--- src/rtl/pdm_pkg.sv ---
// Shared PDM defaults: sample width, oversampling ratio, silence level, edge classification.
// Latency: n/a (constants and a combinational helper only).
// Backpressure: n/a.
package pdm_pkg;

  localparam int PDM_SAMPLE_W   = 16;
  localparam int PDM_OSR        = 128;
  localparam int PDM_FIFO_DEPTH = 4;

  // Offset-binary midpoint: 50% pulse density.
  localparam logic [PDM_SAMPLE_W-1:0] PDM_SILENCE = {1'b1, {(PDM_SAMPLE_W-1){1'b0}}};

  typedef enum logic [1:0] {
    EV_NONE    = 2'd0,
    EV_DRIVE   = 2'd1,
    EV_RELEASE = 2'd2
  } pdm_ev_e;

  // Left channel drives on the rising bit-clock edge, right channel on the falling edge.
  function automatic pdm_ev_e pdm_edge_event(input logic rise, input logic fall, input logic lr_sel);
    pdm_ev_e ev;
    ev = EV_NONE;
    if (lr_sel ? fall : rise) ev = EV_DRIVE;
    else if (lr_sel ? rise : fall) ev = EV_RELEASE;
    return ev;
  endfunction

endpackage

--- src/rtl/pdm_sample_fifo.sv ---
// Synchronous FIFO holding PCM samples between the host and the modulator.
// Latency: a pushed entry is visible on data/empty the cycle after the push.
// Backpressure: full blocks further pushes; pops while empty are ignored.
module pdm_sample_fifo #(
  parameter int WIDTH = 16,
  parameter int DEPTH = 4
) (
  input  logic             clk,
  input  logic             rst_n,
  input  logic             push,
  input  logic [WIDTH-1:0] push_data,
  input  logic             pop,
  output logic             full,
  output logic             empty,
  output logic [WIDTH-1:0] data
);

  localparam int PTR_W = $clog2(DEPTH);

  logic [WIDTH-1:0] mem [DEPTH];
  logic [PTR_W-1:0] wr_ptr;
  logic [PTR_W-1:0] rd_ptr;
  logic [PTR_W:0]   count;
  logic             push_ok;
  logic             pop_ok;

  assign full    = (count == (PTR_W+1)'(DEPTH));
  assign empty   = (count == '0);
  assign push_ok = push && !full;
  assign pop_ok  = pop && !empty;
  assign data    = mem[rd_ptr];

  // Storage array; contents are don't-care until written, so no reset.
  always_ff @(posedge clk) begin
    if (push_ok) mem[wr_ptr] <= push_data;
  end

  // Pointers and occupancy; a simultaneous push and pop leaves count unchanged.
  always_ff @(posedge clk) begin
    if (!rst_n) begin
      wr_ptr <= '0;
      rd_ptr <= '0;
      count  <= '0;
    end else begin
      if (push_ok) wr_ptr <= wr_ptr + PTR_W'(1);
      if (pop_ok)  rd_ptr <= rd_ptr + PTR_W'(1);
      case ({push_ok, pop_ok})
        2'b10:   count <= count + (PTR_W+1)'(1);
        2'b01:   count <= count - (PTR_W+1)'(1);
        default: count <= count;
      endcase
    end
  end

endmodule

--- src/rtl/pdm_mic_emu.sv ---
// PDM microphone emulator: first-order sigma-delta modulation of buffered PCM samples onto m_data.
// Latency: m_data/m_data_oe update 3 clk after the raw m_clk transition (2-FF sync + delay reg).
// Backpressure: s_ready drops while the sample FIFO is full; one sample is popped per OSR bits.
module pdm_mic_emu
  import pdm_pkg::*;
#(
  parameter int SAMPLE_W   = PDM_SAMPLE_W,
  parameter int OSR        = PDM_OSR,
  parameter int FIFO_DEPTH = PDM_FIFO_DEPTH
) (
  input  logic                clk,
  input  logic                rst_n,
  input  logic [SAMPLE_W-1:0] s_data,
  input  logic                s_valid,
  output logic                s_ready,
  input  logic                m_clk,
  input  logic                m_lr_sel,
  output logic                m_data,
  output logic                m_data_oe,
  output logic                underflow,
  input  logic                underflow_clr
);

  localparam int CNT_W = $clog2(OSR);
  localparam logic [SAMPLE_W-1:0] SILENCE = {1'b1, {(SAMPLE_W-1){1'b0}}};

  logic [2:0]          mclk_sync;   // [0],[1] synchronizer, [2] delay for edge detect
  logic                mclk_rise;
  logic                mclk_fall;
  pdm_ev_e             ev;
  logic                drive;
  logic                wrap;
  logic [SAMPLE_W-1:0] acc;
  logic [SAMPLE_W-1:0] cur_sample;
  logic [SAMPLE_W:0]   sum;
  logic [CNT_W-1:0]    bit_cnt;
  logic                ready_en;
  logic                fifo_full;
  logic                fifo_empty;
  logic [SAMPLE_W-1:0] fifo_data;
  logic                push;
  logic                pop;

  assign mclk_rise = mclk_sync[1] & ~mclk_sync[2];
  assign mclk_fall = ~mclk_sync[1] & mclk_sync[2];
  assign ev        = pdm_edge_event(mclk_rise, mclk_fall, m_lr_sel);
  assign drive     = (ev == EV_DRIVE);
  assign wrap      = drive && (bit_cnt == CNT_W'(OSR-1));
  assign sum       = {1'b0, acc} + {1'b0, cur_sample};

  // Empty FIFO at the wrap is an underflow: no bypass of a same-cycle push.
  assign pop     = wrap && !fifo_empty;
  assign s_ready = ready_en && !fifo_full;
  assign push    = s_valid && s_ready;

  pdm_sample_fifo #(
    .WIDTH (SAMPLE_W),
    .DEPTH (FIFO_DEPTH)
  ) u_fifo (
    .clk       (clk),
    .rst_n     (rst_n),
    .push      (push),
    .push_data (s_data),
    .pop       (pop),
    .full      (fifo_full),
    .empty     (fifo_empty),
    .data      (fifo_data)
  );

  // Bring the master bit clock into the clk domain and keep one delayed copy.
  always_ff @(posedge clk) begin
    if (!rst_n) mclk_sync <= '0;
    else        mclk_sync <= {mclk_sync[1:0], m_clk};
  end

  // Hold s_ready low for the first cycle after reset release.
  always_ff @(posedge clk) begin
    if (!rst_n) ready_en <= 1'b0;
    else        ready_en <= 1'b1;
  end

  // Modulator: accumulate on each drive edge, emit the carry, reload the sample on the wrap.
  always_ff @(posedge clk) begin
    if (!rst_n) begin
      acc        <= '0;
      cur_sample <= SILENCE;
      bit_cnt    <= '0;
      m_data     <= 1'b0;
      m_data_oe  <= 1'b0;
    end else if (drive) begin
      acc       <= sum[SAMPLE_W-1:0];
      m_data    <= sum[SAMPLE_W];
      m_data_oe <= 1'b1;
      bit_cnt   <= wrap ? '0 : bit_cnt + CNT_W'(1);
      if (pop) cur_sample <= fifo_data;
    end else if (ev == EV_RELEASE) begin
      m_data_oe <= 1'b0;
    end
  end

  // Sticky underflow flag; a set in the same cycle as a clear wins.
  always_ff @(posedge clk) begin
    if (!rst_n)                  underflow <= 1'b0;
    else if (wrap && fifo_empty) underflow <= 1'b1;
    else if (underflow_clr)      underflow <= 1'b0;
  end

endmodule

--- config.mk ---
export PLATFORM = sky130hd
export DESIGN_NAME = pdm_mic_emu
export DESIGN_NICKNAME = d
export VERILOG_FILES = /design/src/rtl/pdm_pkg.sv /design/src/rtl/pdm_sample_fifo.sv /design/src/rtl/pdm_mic_emu.sv
export SDC_FILE = /design/constraint.sdc
export NUM_CORES = 1
export LEC_CHECK = 0
export BUFFER_PORTS_ARGS = -buffer_cell sky130_fd_sc_hd__buf_2
export CAP_MARGIN = 30
export CORE_ASPECT_RATIO = 0.5
export CORE_UTILIZATION = 50
export DETAILED_ROUTE_END_ITERATION = 12
export PLACE_DENSITY = 0.7
export SLEW_MARGIN = 30
export SYNTH_ARGS = -nofsm -noshare
export SYNTH_HDL_FRONTEND = slang
export SYNTH_SLANG_ARGS = --single-unit
--- constraint.sdc ---
create_clock -name clk -period 3.75 [get_ports clk]
set_clock_uncertainty 0.05 [all_clocks]
set_input_delay 0.75 -clock clk [delete_from_list [all_inputs] [get_ports clk]]
set_output_delay 0.75 -clock clk [all_outputs]
set_load 0.1 [all_outputs]
Word level (Yosys, flattened, before mapping) --
Memories as Yosys holds them, arrays and structs flattened. A register that Yosys moved wholly into a read port is not among the register bits. Cells that the tools add are included.
Word-level totals: RAM bits 64, memories kept 1, flip-flop bits (word level) 37, input port bits 22, logic and storage cells 55
Operators by class: $add $sub $neg 6, bitwise operators 4, eq/ne operators 6, reductions and logical operators 15, muxes and demuxes 13
Memory list:
- u_fifo.mem | depth 4, width 16, read ports 1, clocked after Yosys merged registers in 1, write ports 1, RTL line pdm_sample_fifo.sv:20 | logic [WIDTH-1:0] mem [DEPTH];
Operators by type and width (count):
- adder 16 x 16 -> 17 bit | 1
- 2-to-1 mux 1 bit | 9
- adder 7 x 1 -> 7 bit (second input constant) | 1
- equality test 7 bit (second input constant) | 1
- logical AND 1 bit | 7
- 2-to-1 mux 7 bit | 1
- one-hot mux 3 bit (2 select lines) | 1
- nonzero test 2 bit | 3
- adder 2 x 1 -> 2 bit (second input constant) | 2
- equality test 2 x 1 -> 1 bit (second input constant) | 2
- equality test 2 bit (second input constant) | 2
- 2-to-1 mux 2 bit | 2
- adder 3 x 1 -> 3 bit (second input constant) | 1
- equality test 3 bit (second input constant) | 1
- zero test 1 bit | 3
- zero test 3 bit | 1
- subtractor 3 x 1 -> 3 bit (second input constant) | 1
- bitwise AND 1 bit | 2
- inverter 1 bit | 2
- AND reduction 2 bit | 1

Depth between registers and ports, before layout --
Gate-level depths: netlist of run 1.
depth in word-level cells 11, mapped depth 11

Cells and area by module --
From an unflattened synthesis of run 1, not the netlist that was laid out.
Unflattened totals: cells, all modules 422, area total of the unflattened synthesis 5261.3 µm²
Modules (own cells, without submodules):
- pdm_sample_fifo | instances 1, cells each 138, seq. area each 2102.0 µm², area an instance 2817.7 µm²
- pdm_mic_emu | instances 1, cells each 284, seq. area each 920.9 µm², area an instance 2443.6 µm²

Worst setup path before layout of run 1 --
No wires, ideal clock.
path type reg2reg, from register u_fifo.count[0], to register u_fifo.count[2], slack 0.091 ns, data required time 3.628 ns, library setup time 0.072 ns, cell stages (with the launch flop) 11, arrival time 3.537 ns, buffers on the path 0, path through dfxtp_1 -> inv_1 -> a31oi_1 -> and2_1 -> inv_1 -> ha_1 -> inv_1 -> fa_1 -> xor2_1 -> or3_1 -> a21oi_1
Between the ends: longest elaborated chain between the ends 7
Ends and longest elaborated chain:
- start: declaration | RTL line pdm_sample_fifo.sv:23 | logic [PTR_W:0] count;
- start signal: assignment | RTL line pdm_sample_fifo.sv:48 | 2'b10: count <= count + (PTR_W+1)'(1);
- start signal: assignment | RTL line pdm_sample_fifo.sv:49 | 2'b01: count <= count - (PTR_W+1)'(1);
- start signal: assignment | RTL line pdm_sample_fifo.sv:50 | default: count <= count;
- equality test 3 bit * | RTL line pdm_sample_fifo.sv:27 | assign full = (count == (PTR_W+1)'(DEPTH));
- zero test 1 bit * | RTL line pdm_mic_emu.sv:53 | assign s_ready = ready_en && !fifo_full;
- logical AND 1 bit * | RTL line pdm_mic_emu.sv:53
- named net s_ready | RTL line pdm_mic_emu.sv:15 | output logic s_ready,
- logical AND 1 bit * | RTL line pdm_mic_emu.sv:54 | assign push = s_valid && s_ready;
- logical AND 1 bit * | RTL line pdm_sample_fifo.sv:29 | assign push_ok = push && !full;
- equality test 2 x 1 -> 1 bit or equality test 2 bit (tied branches) | RTL line pdm_sample_fifo.sv:47 | case ({push_ok, pop_ok})
- one-hot mux 3 bit (2 select lines) or nonzero test 2 bit (tied branches)
Mark *: on every way through the listed nets, which the timed path passes. The rest lies on a longest branch. A chain may end at the register's enable or synchronous reset.

Worst setup path after layout of run 1 --
from register mclk_sync[1], to register u_fifo.count[2]
Between the ends: longest elaborated chain between the ends 11
Ends and longest elaborated chain:
- start: declaration | RTL line pdm_mic_emu.sv:27 | logic [2:0] mclk_sync;
- start signal: assignment | RTL line pdm_mic_emu.sv:73 | else mclk_sync <= {mclk_sync[1:0], m_clk};
- inverter 1 bit | RTL line pdm_mic_emu.sv:45 | assign mclk_fall = ~mclk_sync[1] & mclk_sync[2];
- bitwise AND 1 bit | RTL line pdm_mic_emu.sv:45
- 2-to-1 mux 1 bit | RTL line pdm_pkg.sv:24 | else if (lr_sel ? rise : fall) ev = EV_RELEASE;
- 2-to-1 mux 2 bit | RTL line pdm_pkg.sv:24
- 2-to-1 mux 2 bit * | RTL line pdm_pkg.sv:23 | if (lr_sel ? fall : rise) ev = EV_DRIVE;
- equality test 2 x 1 -> 1 bit * | RTL line pdm_mic_emu.sv:47 | assign drive = (ev == EV_DRIVE);
- logical AND 1 bit * | RTL line pdm_mic_emu.sv:48 | assign wrap = drive && (bit_cnt == CNT_W'(OSR-1));
- logical AND 1 bit * | RTL line pdm_mic_emu.sv:52 | assign pop = wrap && !fifo_empty;
- logical AND 1 bit * | RTL line pdm_sample_fifo.sv:30 | assign pop_ok = pop && !empty;
- named net u_fifo.pop_ok | RTL line pdm_sample_fifo.sv:25 | logic pop_ok;
- equality test 2 x 1 -> 1 bit or equality test 2 bit (tied branches) | RTL line pdm_sample_fifo.sv:47
- one-hot mux 3 bit (2 select lines) or nonzero test 2 bit (tied branches)
Marked as above.

==> metrics, run 1 <==
status=complete, no violations; Clock power frac=0.505; count leader, synth=edfxtp_1; Area Overhead vs Synth=15.3%; Yosys cell types=53; Num CTS Buffers=17; DRC=0; share of layout cells above drive strength 1=0.224; die height=73.8 um; Worst Path Max Fanout=22; Synth area leader=edfxtp_1; multi-input gate area in the final layout=2030 um2; first-pass GRT wire length=15.9 mm; cell leakage power=0.00212 uW; Net Sw Power=673 uW; max-slew violations=0; WP data arrival=3.12 ns; critical path class=reg2reg; H-tree depth=4; Hold Path Class=reg2reg; Hold Slack=0.399 ns; period utilisation layout=0.754; combinational power share=0.033; Clock Latency Late Sink=0.41 ns; clock slew seen by the registers of the worst setup and hold paths=0.06 ns; setup total negative slack=0 ns; worst-margin pin slew=0.847 ns; CP Buf/Inv Count=2; Internal Power=2320 uW; Top delay family on crit path=simple AND/OR/NAND/NOR gates; unrepaired setup endpoints after global routing=false; vias in the first global route=3,069; yosys warns=0; Final Util=0.611; n_diodes=0; CTS tree=yes; largest net degree at the start of global routing=24; Post-Syn Instances=419; Area contributors post-synth=edfxtp_1, dfxtp_1, mux4_2, ha_1, nand2_1; FF-to-FF Start=mclk_sync[1]; HPWL after detailed placement=6.25 mm; fmax=354 MHz; Max clock buf depth=2; Post-DP Area=5390 um2; Setup Buffers After CTS=0; first-iteration detailed-routing DRC count=216; max-cap violation count=0; worst-path cell with the longest stage delay=fa_1; die area=10,700 um2; PortBufs=25; I/O Pins=26; Worst EP required=4.04 ns; mean area per synthesized cell=12.3 um2; FF+latch count, synth=117; final antenna-violating net count=0; Crit. End Element=register; drt pass-1 iters=5; commonest cells in the netlist=edfxtp_1, nand2_1, dfxtp_1; Max IR drop VDD=0.372 mV; Wirelength per Cell=16.1 um; Vias/cell=5.33; Slew headroom=0.435; Reg area=2980 um2; syn_nets=467; routed wire length=9.62 mm; sequential cell area fraction in the yosys report=0.578; switching part of the total power=0.225; initial antenna violation count=0; FILL cells=756; post_cts resized=0; Initial Utilization=0.530; Post-synth EDFFs=64; Final Critical Period=2.83 ns; Seq pwr share=0.462; Most used DFF post-synth=edfxtp_1; Startpoint Class=register; Cell Chain, Critical Path=inv_1 -> ha_1 -> mux2_4 -> and4_4 -> nor3b_2 -> ha_1 -> inv_1 -> fa_1 -> xor2_1 -> or3_1 -> a21oi_1; clock root buffer=clkbuf_16; Final Instance Area=5950 um2; critical path launch point=mclk_sync[1]; grt total ovfl=0; Chip Width=146 um; CTS Sinks=117; Power per Cell Area=504 nW/um2; endpoints failing hold=0; top-area cell type share of the netlist area=0.373; HP Start=mclk_sync[0]; Nets=499; Setup Viol. Count Final=0; gr usage total=0.201; DR vias=3,191; Post-synth ARST share=0; Syn Std Cell Area=5160 um2; RePlAce Congestion=0.788; Hold-fix buffers, CTS=0; number of cell rows=25; max incr delay on CP=0.37 ns; CORE AREA=9730 um2
## layout make-up
cell class,count,area share
flip-flops and latches,117,0.502
multi-input cells,273,0.342
clock buffers,18,0.0722
well taps,135,0.0284
repair buffers,29,0.0261
clock inverters,14,0.0215
inverters,13,0.00821
## routing by layer
metal / up-vias / part of all wire / track usage
li1: 1599 / - / -
met1: 1537 / 0.52 / 0.282
met2: 44 / 0.44 / 0.293
met3: 11 / 0.034 / 0.0615
met4: 0 / 0.011 / 0.0795
met5: - / 0 / 0
## power groups by stage
stage	Clock [uW]	Combinational [uW]	Sequential, uW
2_1_floorplan	0	56.3	1410
3_3_place_gp	0	95.6	1410
3_5_place_dp	0	98.7	1410
4_1_cts	1530	99.0	1380
5_1_grt	1600	109	1390
6_report	1510	98.2	1380
## flip-flops by register name, indices dropped and copies added, names as in the netlist, 2 cells and up
register / cells
acc: 16
bit_cnt: 7
cur_sample: 16
mclk_sync: 3
u_fifo.count: 3
u_fifo.mem: 64
u_fifo.rd_ptr: 2
u_fifo.wr_ptr: 2
## placed cells by master, fill, tap and decap left out, types with 9 or more instances in the layout
cell type and count:
edfxtp_1 64, nand2_1 56, dfxtp_1 53, a21oi_1 36, buf_2 25, ha_1 24, nor2_1 22, clkbuf_16 17
mux4_2 16, nand3_1 13, inv_1 12, xnor2_1 12, nand2_2 9, a21oi_2 9, o21ai_0 9
## cells by family (layout without fill, tap and decap cells)
family	after synthesis	count (layout)	share of synthesized area
buffers and inverters	29	74	0.0274
AND/OR/NAND/NOR	134	134	0.129
XOR/XNOR	19	19	0.0323
multiplexers	18	18	0.0747
AO/OA/AOI/OAI	76	76	0.0922
flip-flops	117	117	0.578
adder cells (fa/ha/maj)	26	26	0.0660
## final timing paths
path / to / cells past startpoint / slack (ns)
min: mclk_sync[1] / 1 / 0.40
max reg2reg: u_fifo.count[2] / 11 / 0.92
min reg2reg: mclk_sync[1] / 1 / 0.40
max: u_fifo.count[2] / 11 / 0.92
## through the flow
stage | setup slack (ns) | cells | total power (uW)
CTS | 0.912 | 599 | 3020
global placement | 0.605 | 567 | 1510
floorplan | 0.0912 | 419 | 1470
detailed placement | 0.543 | 567 | 1510
global route | 0.705 | 599 | 3090
finish | 0.923 | 599 | 2990
No activity file was read; power rests on OpenSTA's default activity.
==> inputs of run 2 (changes only) <==
Settings changed: PLACE_DENSITY 0.7 to 0.73.
Clock period 3.75 ns to 2.3 ns, I/O delays scaled along.
==> metrics, run 2 (synthesis gave the netlist of run 1 again) <==
Reg2Reg Depth=11; cell leakage power=0.00226 uW; first-pass GRT wire length=16.2 mm; Crit. End Element=register; share of layout cells above drive strength 1=0.293; reg2reg end=u_fifo.count[2]; grt total ovfl=0; Worst Slack Setup Final=-0.0933 ns; unrepaired setup endpoints after global routing=true; critical path class=reg2reg; FF-to-FF Start=mclk_sync[1]; most frequent cells in the layout=edfxtp_1, nand2_1, dfxtp_1, a21oi_1, buf_2; CORE AREA=9730 um2; most common cell after layout, fill and taps aside=edfxtp_1; vias in the first global route=3,228; number of cell rows=25; gr usage total=0.202; Max IR drop VDD=0.551 mV; Hold-fix buffers, CTS=0; Final Critical Period=2.39 ns; Final Non-Filler Cells=617; DR vias=3,256; setup total negative slack=-0.0933 ns; DRC=0; Slew headroom=0.672; Power per Cell Area=808 nW/um2; Startpoint Class=register; Worst Path Max Fanout=2; Worst EP required=2.60 ns; biggest regs=u_fifo.mem (64), acc (16), cur_sample (16); Worst R2R Setup Slack=-0.09 ns; max-cap violation count=0; combinational power share=0.036; max FFs per register=64; RePlAce Congestion=0.844; routed wire length=9.64 mm; worst-path cell with the longest stage delay=fa_2; # placed instances=582; failing checks=setup timing; Setup Viol. Count Final=1; endpoints failing hold=0; Num CTS Buffers=17; Wirelength per Cell=15.6 um; Hold Path Sink=u_fifo.mem[3][7]; Nets=517; switching part of the total power=0.234; Clock power frac=0.514; die area=10,700 um2; fmax=418 MHz; CTS tree=yes; hold path cells=1; Initial Utilization=0.530; Hold Path Class=in2reg; period utilisation layout=1.04; status=complete, but fails checks; HPWL after detailed placement=6.39 mm; worst-margin pin slew=0.495 ns; Area Overhead vs Synth=20.4%; Vias/cell=5.28; Clock Latency Late Sink=0.41 ns; PortBufs=25; Final Util=0.638; first-iteration detailed-routing DRC count=159; initial antenna violation count=0; clock root buffer=clkbuf_16; Max clock buf depth=2; die height=73.8 um; Chip Width=146 um; clock slew seen by the registers of the worst setup and hold paths=0.06 ns; max incr delay on CP=0.35 ns; Top reg by flops=u_fifo.mem; H-tree depth=4; drt pass-1 iters=4; Seq pwr share=0.450; n_diodes=0; Cell Chain, Critical Path=inv_2 -> ha_4 -> mux2_4 -> and4_4 -> nor3b_4 -> ha_4 -> inv_2 -> fa_2 -> xor2_2 -> or3_1 -> a21oi_1; WP data arrival=2.69 ns; FILL cells=682; largest net degree at the start of global routing=37; Internal Power=3840 uW; dpl ws=-0.203 ns; overall power=5020 uW; final antenna-violating net count=0; max-slew violations=0; I/O Pins=26; Net Sw Power=1170 uW; HP Start=s_data[7]; CTS Sinks=117
run 2: changes by cell type in the layout (fill, tap and decap cells not counted), moves of 2 or more:
| cell | change |
|---|---|
| dfxtp_2 | +3 |
| inv_2 | +6 |
| inv_1 | -6 |
| buf_4 | +17 |
| dfxtp_1 | -3 |
| clkinv_2 | -3 |
| clkinv_4 | -2 |
| inv_8 | +5 |
| ha_1 | -3 |
| ha_4 | +3 |
run 2: power groups by stage:
stage,clock network [uW],registers [uW],logic (uW)
after floorplan,0,2300,97.6
after global placement,0,2300,174
after detailed placement,0,2300,181
after CTS,2610,2260,182
after global routing,2720,2260,200
final,2580,2260,181
run 2: stage by stage:
step	instance area [um2]	hold WS (ns)
6_report	6210	0.206
3_3_place_gp	5560	0.393
5_1_grt	6210	0.197
4_1_cts	6160	0.191
3_5_place_dp	5560	0.394
2_1_floorplan	5200	0.362
run 2: repair_timing:
action / 4_1_cts / 5_1_grt
endpoints found under the hold margin: 0 / 0
setup buffers: 2 / 1
pin swaps: 2 / 4
setup endpoints to repair: 1 / 5
resized for setup: 1 / 9
run 2: final cells by class:
cell class              instances  area [um2]  area share
flip-flops and latches        117        2990       0.481
clock buffers                  17         425      0.0685
repair buffers                 47         303      0.0488
clock inverters                15         160      0.0258
multi-input cells             273        2110       0.341
well taps                     135         169      0.0272
inverters                      13        48.8     0.00786
run 2: worst max path at each step:
stage | cells after the start | endpoint | startpoint | slack, ns
floorplan | 11 | u_fifo.count[2] | mclk_sync[1] | -0.07
global placement | 10 | u_fifo.count[2] | m_lr_sel | -0.14
detailed placement | 10 | u_fifo.count[2] | m_lr_sel | -0.20
CTS | 11 | u_fifo.count[2] | mclk_sync[1] | -0.15
global route | 11 | u_fifo.count[2] | mclk_sync[1] | -0.23
finish | 11 | u_fifo.count[2] | mclk_sync[1] | -0.09
run 2: critical path: cells and delay by family (launching register included):
kind | cells | cell delay (ns)
adders and majority gates | 3 | 0.64
buffers and inverters | 2 | 0.10
and+or+nand+nor | 3 | 0.77
DFF | 1 | 0.34
muxes | 1 | 0.15
AOI/OAI and AO/OA | 1 | 0.11
xor gates and xnor gates | 1 | 0.16
run 2: layer usage:
metal  vias to the layer above  part of all wire  GRT usage
met1                      1564              0.50      0.268
met3                         5             0.038     0.0652
met2                        56              0.46      0.319
li1                       1631                 -          -
met4                         0            0.0090     0.0667
met5                         -                 0          0
